File: src/rtl/conv_encoder_punct_if.sv
// Bit-stream interface between the scrambler, the K=7 convolutional encoder and the interleaver.
// master drives the scrambled bit stream; slave is the encoder side.
interface conv_encoder_punct_if;
    logic       in_valid;
    logic       in_ready;
    logic       in_bit;
    logic       frame_start;
    logic       in_last;
    logic [3:0] rate;
    logic [1:0] coded_bits;
    logic [1:0] coded_valid;
    logic       out_last;
    logic       rate_err;

    modport master (
        output in_valid, in_bit, frame_start, in_last, rate,
        input  in_ready, coded_bits, coded_valid, out_last, rate_err
    );

    modport slave (
        input  in_valid, in_bit, frame_start, in_last, rate,
        output in_ready, coded_bits, coded_valid, out_last, rate_err
    );
endinterface

File: src/rtl/conv_encoder_punct.sv
// 802.11a K=7 convolutional encoder (g0=133 -> A, g1=171 -> B) with rate 1/2, 2/3, 3/4 puncturing.
// Optional CONV_FLUSH_EN: encoder appends TAIL_BITS zero bits itself after the in_last bit.
module conv_encoder_punct #(
    parameter int unsigned K = 7
`ifdef CONV_FLUSH_EN
    ,
    parameter int unsigned TAIL_BITS = 6
`endif
) (
    input logic                Clk,
    input logic                Reset,
    conv_encoder_punct_if.slave bus
);

    localparam int unsigned SrW = K - 1;

    typedef enum logic [1:0] {
        StIdle,
        StRun
`ifdef CONV_FLUSH_EN
        ,
        StFlush
`endif
    } state_e;

    typedef enum logic [1:0] {
        Rate12,
        Rate23,
        Rate34
    } rate_e;

    state_e         state_q;
    rate_e          rate_q;
    rate_e          new_rate;
    rate_e          cur_rate;
    logic           new_err;
    logic [SrW-1:0] sr_q;
    logic [SrW-1:0] cur_sr;
    logic [1:0]     cnt_q;
    logic [1:0]     cur_cnt;
    logic [1:0]     cnt_nxt;
    logic [1:0]     mask;
    logic           accept;
    logic           start;
    logic           frame_bit;
    logic           flush_step;
    logic           enc_step;
    logic           enc_bit;
    logic           last_in;
    logic           enc_a;
    logic           enc_b;
    logic [1:0]     coded_bits_q;
    logic [1:0]     coded_valid_q;
    logic           out_last_q;
    logic           rate_err_q;

`ifdef CONV_FLUSH_EN
    localparam int unsigned FcW = $clog2(TAIL_BITS);
    logic [FcW-1:0] flush_cnt_q;

    assign bus.in_ready = (state_q != StFlush);
`else
    assign bus.in_ready = 1'b1;
`endif

    assign bus.coded_bits  = coded_bits_q;
    assign bus.coded_valid = coded_valid_q;
    assign bus.out_last    = out_last_q;
    assign bus.rate_err    = rate_err_q;

    always_comb begin
        new_rate = Rate12;
        new_err  = 1'b0;
        case (bus.rate)
            4'b1101, 4'b0101, 4'b1001:          new_rate = Rate12;
            4'b0001:                            new_rate = Rate23;
            4'b1111, 4'b0111, 4'b1011, 4'b0011: new_rate = Rate34;
            default: begin
                new_rate = Rate12;
                new_err  = 1'b1;
            end
        endcase
    end

    always_comb begin
        accept     = bus.in_valid & bus.in_ready;
        start      = accept & bus.frame_start;
        frame_bit  = 1'b0;
        flush_step = 1'b0;
        case (state_q)
            StIdle:  frame_bit = start;
            StRun:   frame_bit = accept;
`ifdef CONV_FLUSH_EN
            StFlush: flush_step = 1'b1;
`endif
            default: frame_bit = 1'b0;
        endcase
        enc_step = frame_bit | flush_step;
        // Flush steps inject zeros, so only real frame bits reach the encoder input.
        enc_bit  = frame_bit & bus.in_bit;
        last_in  = frame_bit & bus.in_last;

        cur_sr   = start ? '0 : sr_q;
        cur_cnt  = start ? 2'd0 : cnt_q;
        cur_rate = start ? new_rate : rate_q;

        // cur_sr[i] holds the bit encoded i+1 steps ago.
        enc_a = enc_bit ^ cur_sr[1] ^ cur_sr[2] ^ cur_sr[4] ^ cur_sr[5];
        enc_b = enc_bit ^ cur_sr[0] ^ cur_sr[1] ^ cur_sr[2] ^ cur_sr[5];

        mask    = 2'b11;
        cnt_nxt = 2'd0;
        case (cur_rate)
            Rate23: begin
                mask    = (cur_cnt == 2'd0) ? 2'b11 : 2'b10;
                cnt_nxt = (cur_cnt == 2'd1) ? 2'd0 : cur_cnt + 2'd1;
            end
            Rate34: begin
                case (cur_cnt)
                    2'd0:    mask = 2'b11;
                    2'd1:    mask = 2'b10;
                    default: mask = 2'b01;
                endcase
                cnt_nxt = (cur_cnt == 2'd2) ? 2'd0 : cur_cnt + 2'd1;
            end
            default: begin
                mask    = 2'b11;
                cnt_nxt = 2'd0;
            end
        endcase
    end

    always_ff @(posedge Clk) begin
        if (Reset) begin
            state_q       <= StIdle;
            rate_q        <= Rate12;
            sr_q          <= '0;
            cnt_q         <= 2'd0;
            coded_bits_q  <= 2'b00;
            coded_valid_q <= 2'b00;
            out_last_q    <= 1'b0;
            rate_err_q    <= 1'b0;
`ifdef CONV_FLUSH_EN
            flush_cnt_q   <= '0;
`endif
        end else begin
            coded_bits_q  <= 2'b00;
            coded_valid_q <= 2'b00;
            out_last_q    <= 1'b0;

            if (enc_step) begin
                sr_q          <= {cur_sr[SrW-2:0], enc_bit};
                cnt_q         <= cnt_nxt;
                coded_bits_q  <= {enc_a, enc_b};
                coded_valid_q <= mask;
            end

            if (start) begin
                rate_q     <= new_rate;
                rate_err_q <= new_err;
            end

            if (frame_bit) begin
                state_q <= StRun;
            end

            if (last_in) begin
`ifdef CONV_FLUSH_EN
                state_q     <= StFlush;
                flush_cnt_q <= '0;
`else
                state_q     <= StIdle;
                out_last_q  <= 1'b1;
`endif
            end

`ifdef CONV_FLUSH_EN
            if (flush_step) begin
                flush_cnt_q <= flush_cnt_q + 1'b1;
                if (flush_cnt_q == FcW'(TAIL_BITS - 1)) begin
                    out_last_q <= 1'b1;
                    state_q    <= StIdle;
                end
            end
`endif
        end
    end

endmodule
File: src/flat_wrapper.sv
// flat-port wrapper written by rule: the top's interface ports become plain ports
module conv_encoder_punct_flat 
#(
    parameter int unsigned K = 7

)
  (Clk, Reset, bus_in_valid, bus_in_bit, bus_frame_start, bus_in_last, bus_rate, bus_in_ready, bus_coded_bits, bus_coded_valid, bus_out_last, bus_rate_err);
  conv_encoder_punct_if bus_i ();
  input logic Clk;
  input logic Reset;
  input wire logic [$bits(bus_i.in_valid)-1:0] bus_in_valid;
  input wire logic [$bits(bus_i.in_bit)-1:0] bus_in_bit;
  input wire logic [$bits(bus_i.frame_start)-1:0] bus_frame_start;
  input wire logic [$bits(bus_i.in_last)-1:0] bus_in_last;
  input wire logic [$bits(bus_i.rate)-1:0] bus_rate;
  output wire logic [$bits(bus_i.in_ready)-1:0] bus_in_ready;
  output wire logic [$bits(bus_i.coded_bits)-1:0] bus_coded_bits;
  output wire logic [$bits(bus_i.coded_valid)-1:0] bus_coded_valid;
  output wire logic [$bits(bus_i.out_last)-1:0] bus_out_last;
  output wire logic [$bits(bus_i.rate_err)-1:0] bus_rate_err;
  assign bus_i.in_valid = bus_in_valid;
  assign bus_i.in_bit = bus_in_bit;
  assign bus_i.frame_start = bus_frame_start;
  assign bus_i.in_last = bus_in_last;
  assign bus_i.rate = bus_rate;
  assign bus_in_ready = bus_i.in_ready;
  assign bus_coded_bits = bus_i.coded_bits;
  assign bus_coded_valid = bus_i.coded_valid;
  assign bus_out_last = bus_i.out_last;
  assign bus_rate_err = bus_i.rate_err;
  conv_encoder_punct #(.K(K)) u_core (.Clk(Clk), .Reset(Reset), .bus(bus_i));
endmodule
File: config.mk
export PLATFORM = sky130hd
export DESIGN_NAME = conv_encoder_punct_flat
export DESIGN_NICKNAME = d
export VERILOG_FILES = /design/src/rtl/conv_encoder_punct_if.sv /design/src/rtl/conv_encoder_punct.sv /design/src/flat_wrapper.sv
export SDC_FILE = /design/constraint.sdc
export NUM_CORES = 1
export LEC_CHECK = 0
export BUFFER_PORTS_ARGS = -buffer_cell sky130_fd_sc_hd__buf_2
export CORE_AREA = 2 2 43 45
export DETAILED_ROUTE_END_ITERATION = 7
export DIE_AREA = 0 0 45 47
export PLACE_DENSITY = 0.72
export SKIP_CTS_REPAIR_TIMING = 1
export SYNTH_ARGS = -nofsm -noshare
export SYNTH_HDL_FRONTEND = slang
export SYNTH_SLANG_ARGS = --single-unit
File: constraint.sdc
create_clock -name Clk -period 4.2 [get_ports Clk]
set_clock_uncertainty 0.2 [all_clocks]
set_input_delay 0.21 -clock Clk [delete_from_list [all_inputs] [get_ports Clk]]
set_output_delay 0.21 -clock Clk [all_outputs]
set_load 0.05 [all_outputs]
# Word level (Yosys, flattened, before mapping)
# Cells that the tools add are included.
[classes]
bitwise_logic = 12
n_eq_ne = 12
muxes = 13
addsub = 1
reduce_logical = 6
[ops]
columns = ["cell", "count"]
rows = [
  ["4-bit == test (second input constant)", 4],
  ["2-bit case mux with 2 select lines", 4],
  ["4-bit by 3-bit == test with 1-bit output (second input constant)", 2],
  ["2-bit 2-to-1 mux", 4],
  ["8-bit OR reduction", 1],
  ["1-bit XOR", 8],
  ["6-bit 2-to-1 mux", 1],
  ["2-bit by 1-bit == test with 1-bit output (second input constant)", 2],
  ["2-bit == test (second input constant)", 2],
  ["4-bit by 1-bit == test with 1-bit output (second input constant)", 1],
  ["4-bit by 2-bit == test with 1-bit output (second input constant)", 1],
  ["2-bit logical NOT", 2],
  ["2-bit OR reduction", 2],
  ["4-bit OR reduction", 1],
  ["1-bit AND", 3],
  ["1-bit 2-to-1 mux", 3],
  ["2-bit by 1-bit adder with 2-bit output (second input constant)", 1],
  ["1-bit case mux with 2 select lines", 1],
  ["1-bit inverter", 1],
]
[totals]
input_bits = 10
ff_bits = 17
out_inout_bits = 7

# Longest topological paths before layout
[depth]
ltp_word = 7
depth_mapped = 10

# Worst setup path after synthesis
# Ideal clock, no wire load.
[synth_path]
path_kind = "in2reg"
from = "input bus_in_valid"
to = "register u_core.cnt_q[0]"
arrival_ns = 1.447
required_time_ns = 3.930
setup_ns = 0.070
cell_stages = 8
slack_ns = 2.483
path_cell_list = "and2_1 > and3_1 > a21oi_1 > inv_1 > ha_1 > a211oi_1 > o21ai_1 > a21oi_1"
[synth_rtl]
columns = ["item", "line", "rtl"]
rows = [
  ["start: declaration", "flat_wrapper.sv:11", "input wire logic [$bits(bus_i.in_valid)-1:0] bus_in_valid;"],
  ["1-bit AND *", "conv_encoder_punct.sv:87", "start = accept & bus.frame_start;"],
  ["2-bit 2-to-1 mux *", "n/a", ""],
  ["named net u_core.cur_rate[1]", "conv_encoder_punct.sv:35", "rate_e cur_rate;"],
  ["2-bit == test or 2-bit by 1-bit == test with 1-bit output (tied branches)", "conv_encoder_punct.sv:113", "case (cur_rate)"],
  ["2-bit case mux with 2 select lines *", "conv_encoder_punct.sv:113", ""],
  ["end signal: assignment", "conv_encoder_punct.sv:153", "cnt_q <= cnt_nxt;"],
  ["end: declaration", "conv_encoder_punct.sv:39", "logic [1:0] cnt_q;"],
]
# Mark *: on every way through the listed nets, which the timed path passes. The rest lies on a longest branch.
# A chain may end at the register's enable or synchronous reset.

# Final worst setup path
[layout_path]
from = "input bus_in_valid"
to = "register u_core.cnt_q[1]"
# Same word-level chain as after synthesis.

==> key figures <==
Critical path
  – Top delay family on crit path: simple AND/OR/NAND/NOR gates
  – R2r setup slk: 2.45 ns
  – CP Data Arrival Time: 1.78 ns
  – Critical Path RT: 4.23 ns
  – Slowest CP cell: ha_1
  – Critical path class: in -> reg
  – Bufs and invs on worst path: 2
  – Critical Path Source Type: input pin
  – Critical Path End Type: flip-flop
  – Worst r2r src: u_core.state_q[0]
  – Crit path max fanout: 6
  – CP max stage delay: 0.33 ns
  – Critical path cell sequence: buf_2 -> and2_1 -> and3_1 -> a21oi_1 -> inv_1 -> ha_1 -> nor3_1 -> a22oi_1 -> nor2_1
  – Worst R2R End: u_core.bus.coded_bits[0]
  – Reg2Reg Depth: 4

Power
  – Worst VDD drop: 191 µV
  – Total power: 292 µW
  – Power per cell area: 322 nW/µm²
  – Lkg Pwr: 0.000423 µW

Outcome
  – Status: finished clean

Drt
  – DRC: 0
  – Vias per cell: 5.54
  – DRT Pass-1 Iters: 4
  – Vias: 687
  – Drt wl/cell: 12.4 µm
  – Wirelength, routed: 1540 µm
  – Final ANT Viol Nets: 0
  – 1st-iter DRT viols: 21

Clock network
  – Root Buffer: clkbuf_4
  – Clock-pin slew on the worst setup and hold paths: 0.10 ns
  – Worst-Skew Late Latency: 0.29 ns
  – Maximum buffer depth of the clock tree: 2
  – Total clock buffers created by CTS: 3
  – CTS tree: done
  – CTS HTree Levels: 1
  – Clock sink count: 17

STA
  – Fin crit share: 41.6%
  – Measured slew at the worst slew-check pin: 0.582 ns
  – Fin crit period: 1.75 ns
  – Final setup fails: 0
  – Final hold violations: 0
  – Worst setup margin: 2.45 ns
  – Setup TNS: 0 ns
  – Unrepaired setup endpoints after global routing: false
  – Slew Limit Fails: 0
  – F_max: 573 MHz
  – Slew headroom: 61.2%

Floorplanning
  – Ports: 17
  – Starting density of the core: 48.0%
  – Die Ht: 47 µm
  – Cell Rows: 15
  – DIE WIDTH: 45 µm
  – Die Area: 2120 µm²
  – Core ar.: 1650 µm²

Final layout
  – Util after Layout: 55.0%
  – Finished Cell Area: 908 µm²
  – Final nets: 121
  – N_diodes: 0
  – Syn-to-layout area delta: 14.7%
  – Fillers: 169
  – Share of layout cells above drive strength 1: 20.6%

Min path
  – Worst Hold End: u_core.bus.rate_err
  – HP Start: bus_rate[0]
  – Hold path depth: 4
  – Hold Crit Class: in -> reg

Placement
  – Worst slack at placement: 2.20 ns
  – Post-DP Area: 861 µm²
  – Routability congestion estimate: 0.828
  – Hpwl dp: 1050 µm
  – # port buffers: 15

Logic synthesis
  – Syn nets: 103
  – Post-synthesis sequential area ratio: 43.0%
  – Avg Cell Area, Syn: 8.80 µm²
  – Cells after synthesis: 90
  – Synth Warn #: 0
  – Post-synthesis register bit count: 17
  – Mapped Area: 792 µm²
  – Post-synth cell types: 30

Global route
  – Global route total overflow: 0
  – First-pass GRT wire length: 2350 µm
  – Largest net degree at the start of global routing: 15
  – Antenna violations before repair: 0
  – Number of global-route vias before repair: 544
  – Global-route usage over all layers: 15.7%

Flow run
  – Max Cap Viol: 0
[sequential cells by signal, summed over array words and instances (netlist names)]
| name | count |
|---|---|
| u_core.sr_q | 6 |
| u_core.bus.coded_bits | 2 |
| u_core.bus.coded_valid | 2 |
| u_core.cnt_q | 2 |
| u_core.rate_q | 2 |
| u_core.bus.out_last | 1 |
| u_core.bus.rate_err | 1 |
| u_core.state_q | 1 |
[worst max-delay path by stage]
stage / depth (start not counted) / from / to
4_1_cts: 4 / u_core.state_q[0] / u_core.bus.coded_bits[0]
5_1_grt: 9 / bus_in_valid / u_core.cnt_q[1]
3_3_place_gp: 9 / bus_in_valid / u_core.cnt_q[0]
3_5_place_dp: 9 / bus_in_valid / u_core.cnt_q[1]
6_report: 9 / bus_in_valid / u_core.cnt_q[1]
2_1_floorplan: 8 / bus_in_valid / u_core.cnt_q[0]
[where the power goes]
group          switching (µW)  internal (µW)  total, µW
Clock                    50.9           35.4       86.2
Sequential               1.74            165        166
Combinational            26.6           13.1       39.7
[layout by cell type, fill, tap and decap left out, types with 2 or more instances in the layout]
| master | n |
|---|---|
| buf_2 | 15 |
| and3_1 | 3 |
| o21a_1 | 3 |
| o21ai_0 | 3 |
| ha_1 | 3 |
| nand2_1 | 6 |
| inv_1 | 2 |
| dfxtp_1 | 17 |
| nor3_1 | 2 |
| a211oi_1 | 2 |
| a21boi_0 | 2 |
| mux2i_1 | 2 |
| clkbuf_4 | 3 |
| nor2_1 | 12 |
| xor2_1 | 3 |
| and2_1 | 2 |
| dlygate4sd3_1 | 2 |
| a22oi_1 | 6 |
| a21oi_1 | 8 |
[through the flow]
step	hold slack, ns	cells
after floorplan	0.0791	90
after global placement	0.228	118
after detailed placement	0.230	118
after CTS	-0.0767	122
after global routing	0.0563	124
final	0.0412	124
[worst min-delay path, stage by stage]
cell	delay [ns]
buf_2	0.09
nor2_1	0.04
a21oi_1	0.10
nor2_1	0.04
[synth_stat cells]
| library cell | number | area [µm²] |
|---|---|---|
| ha_1 | 3 | 37.5 |
| and2_1 | 2 | 12.5 |
| and4b_1 | 1 | 10.0 |
| buf_2 | 1 | 5.00 |
| nor2_1 | 12 | 45.0 |
| buf_6 | 1 | 11.3 |
| and3b_1 | 1 | 8.76 |
| mux2i_1 | 2 | 20.0 |
| dfxtp_1 | 17 | 340 |
| nand2b_1 | 1 | 6.26 |
| o21a_1 | 3 | 22.5 |
| a21oi_1 | 8 | 40.0 |
| o21ai_1 | 1 | 5.00 |
| clkbuf_1 | 1 | 3.75 |
| nand2_1 | 6 | 22.5 |
| nand2_2 | 1 | 6.26 |
| nor3_1 | 2 | 10.0 |
| nand3b_1 | 1 | 7.51 |
| a21boi_0 | 2 | 15.0 |
| o21ai_0 | 3 | 15.0 |
| inv_1 | 2 | 7.51 |
| a211oi_1 | 2 | 15.0 |
| a22oi_1 | 6 | 45.0 |
| nor4_1 | 1 | 6.26 |
| and3_1 | 3 | 18.8 |
| a21o_2 | 1 | 8.76 |
| buf_4 | 1 | 7.51 |
| conb_1 | 1 | 3.75 |
| xor2_1 | 3 | 26.3 |
| o21ai_2 | 1 | 8.76 |
[layout make-up]
cell class	count	area [µm²]	share of cell area [%]
clock inverter	1	5.00	0.551
timing repair buffer	17	95.1	10.5
multi-input combinational	67	417	45.9
clock buffer	3	22.5	2.48
inverter	2	7.51	0.826
tap	17	21.3	2.34
sequential	17	340	37.5
[cells by family (layout without fill, tap and decap cells)]
group	after synthesis	count (layout)	synth area share (%)
and+or+nand+nor	31	31	19.4
buffers and inverters	6	23	4.42
DFF	17	17	43.0
adders and majority gates	3	3	4.74
other	1	1	0.473
xor gates and xnor gates	3	3	3.32
AOI/OAI and AO/OA	27	27	22.1
muxes	2	2	2.53
[per-layer routing]
| metal | up-vias | share of wire [%] | track usage [%] |
|---|---|---|---|
| li1 | 347 | - | - |
| met1 | 312 | 48 | 20.9 |
| met2 | 26 | 45 | 22.9 |
| met3 | 2 | 5.7 | 4.62 |
| met4 | 0 | 0.78 | 8.82 |
| met5 | - | 0 | 0 |
(Power assumes the default switching activity.)
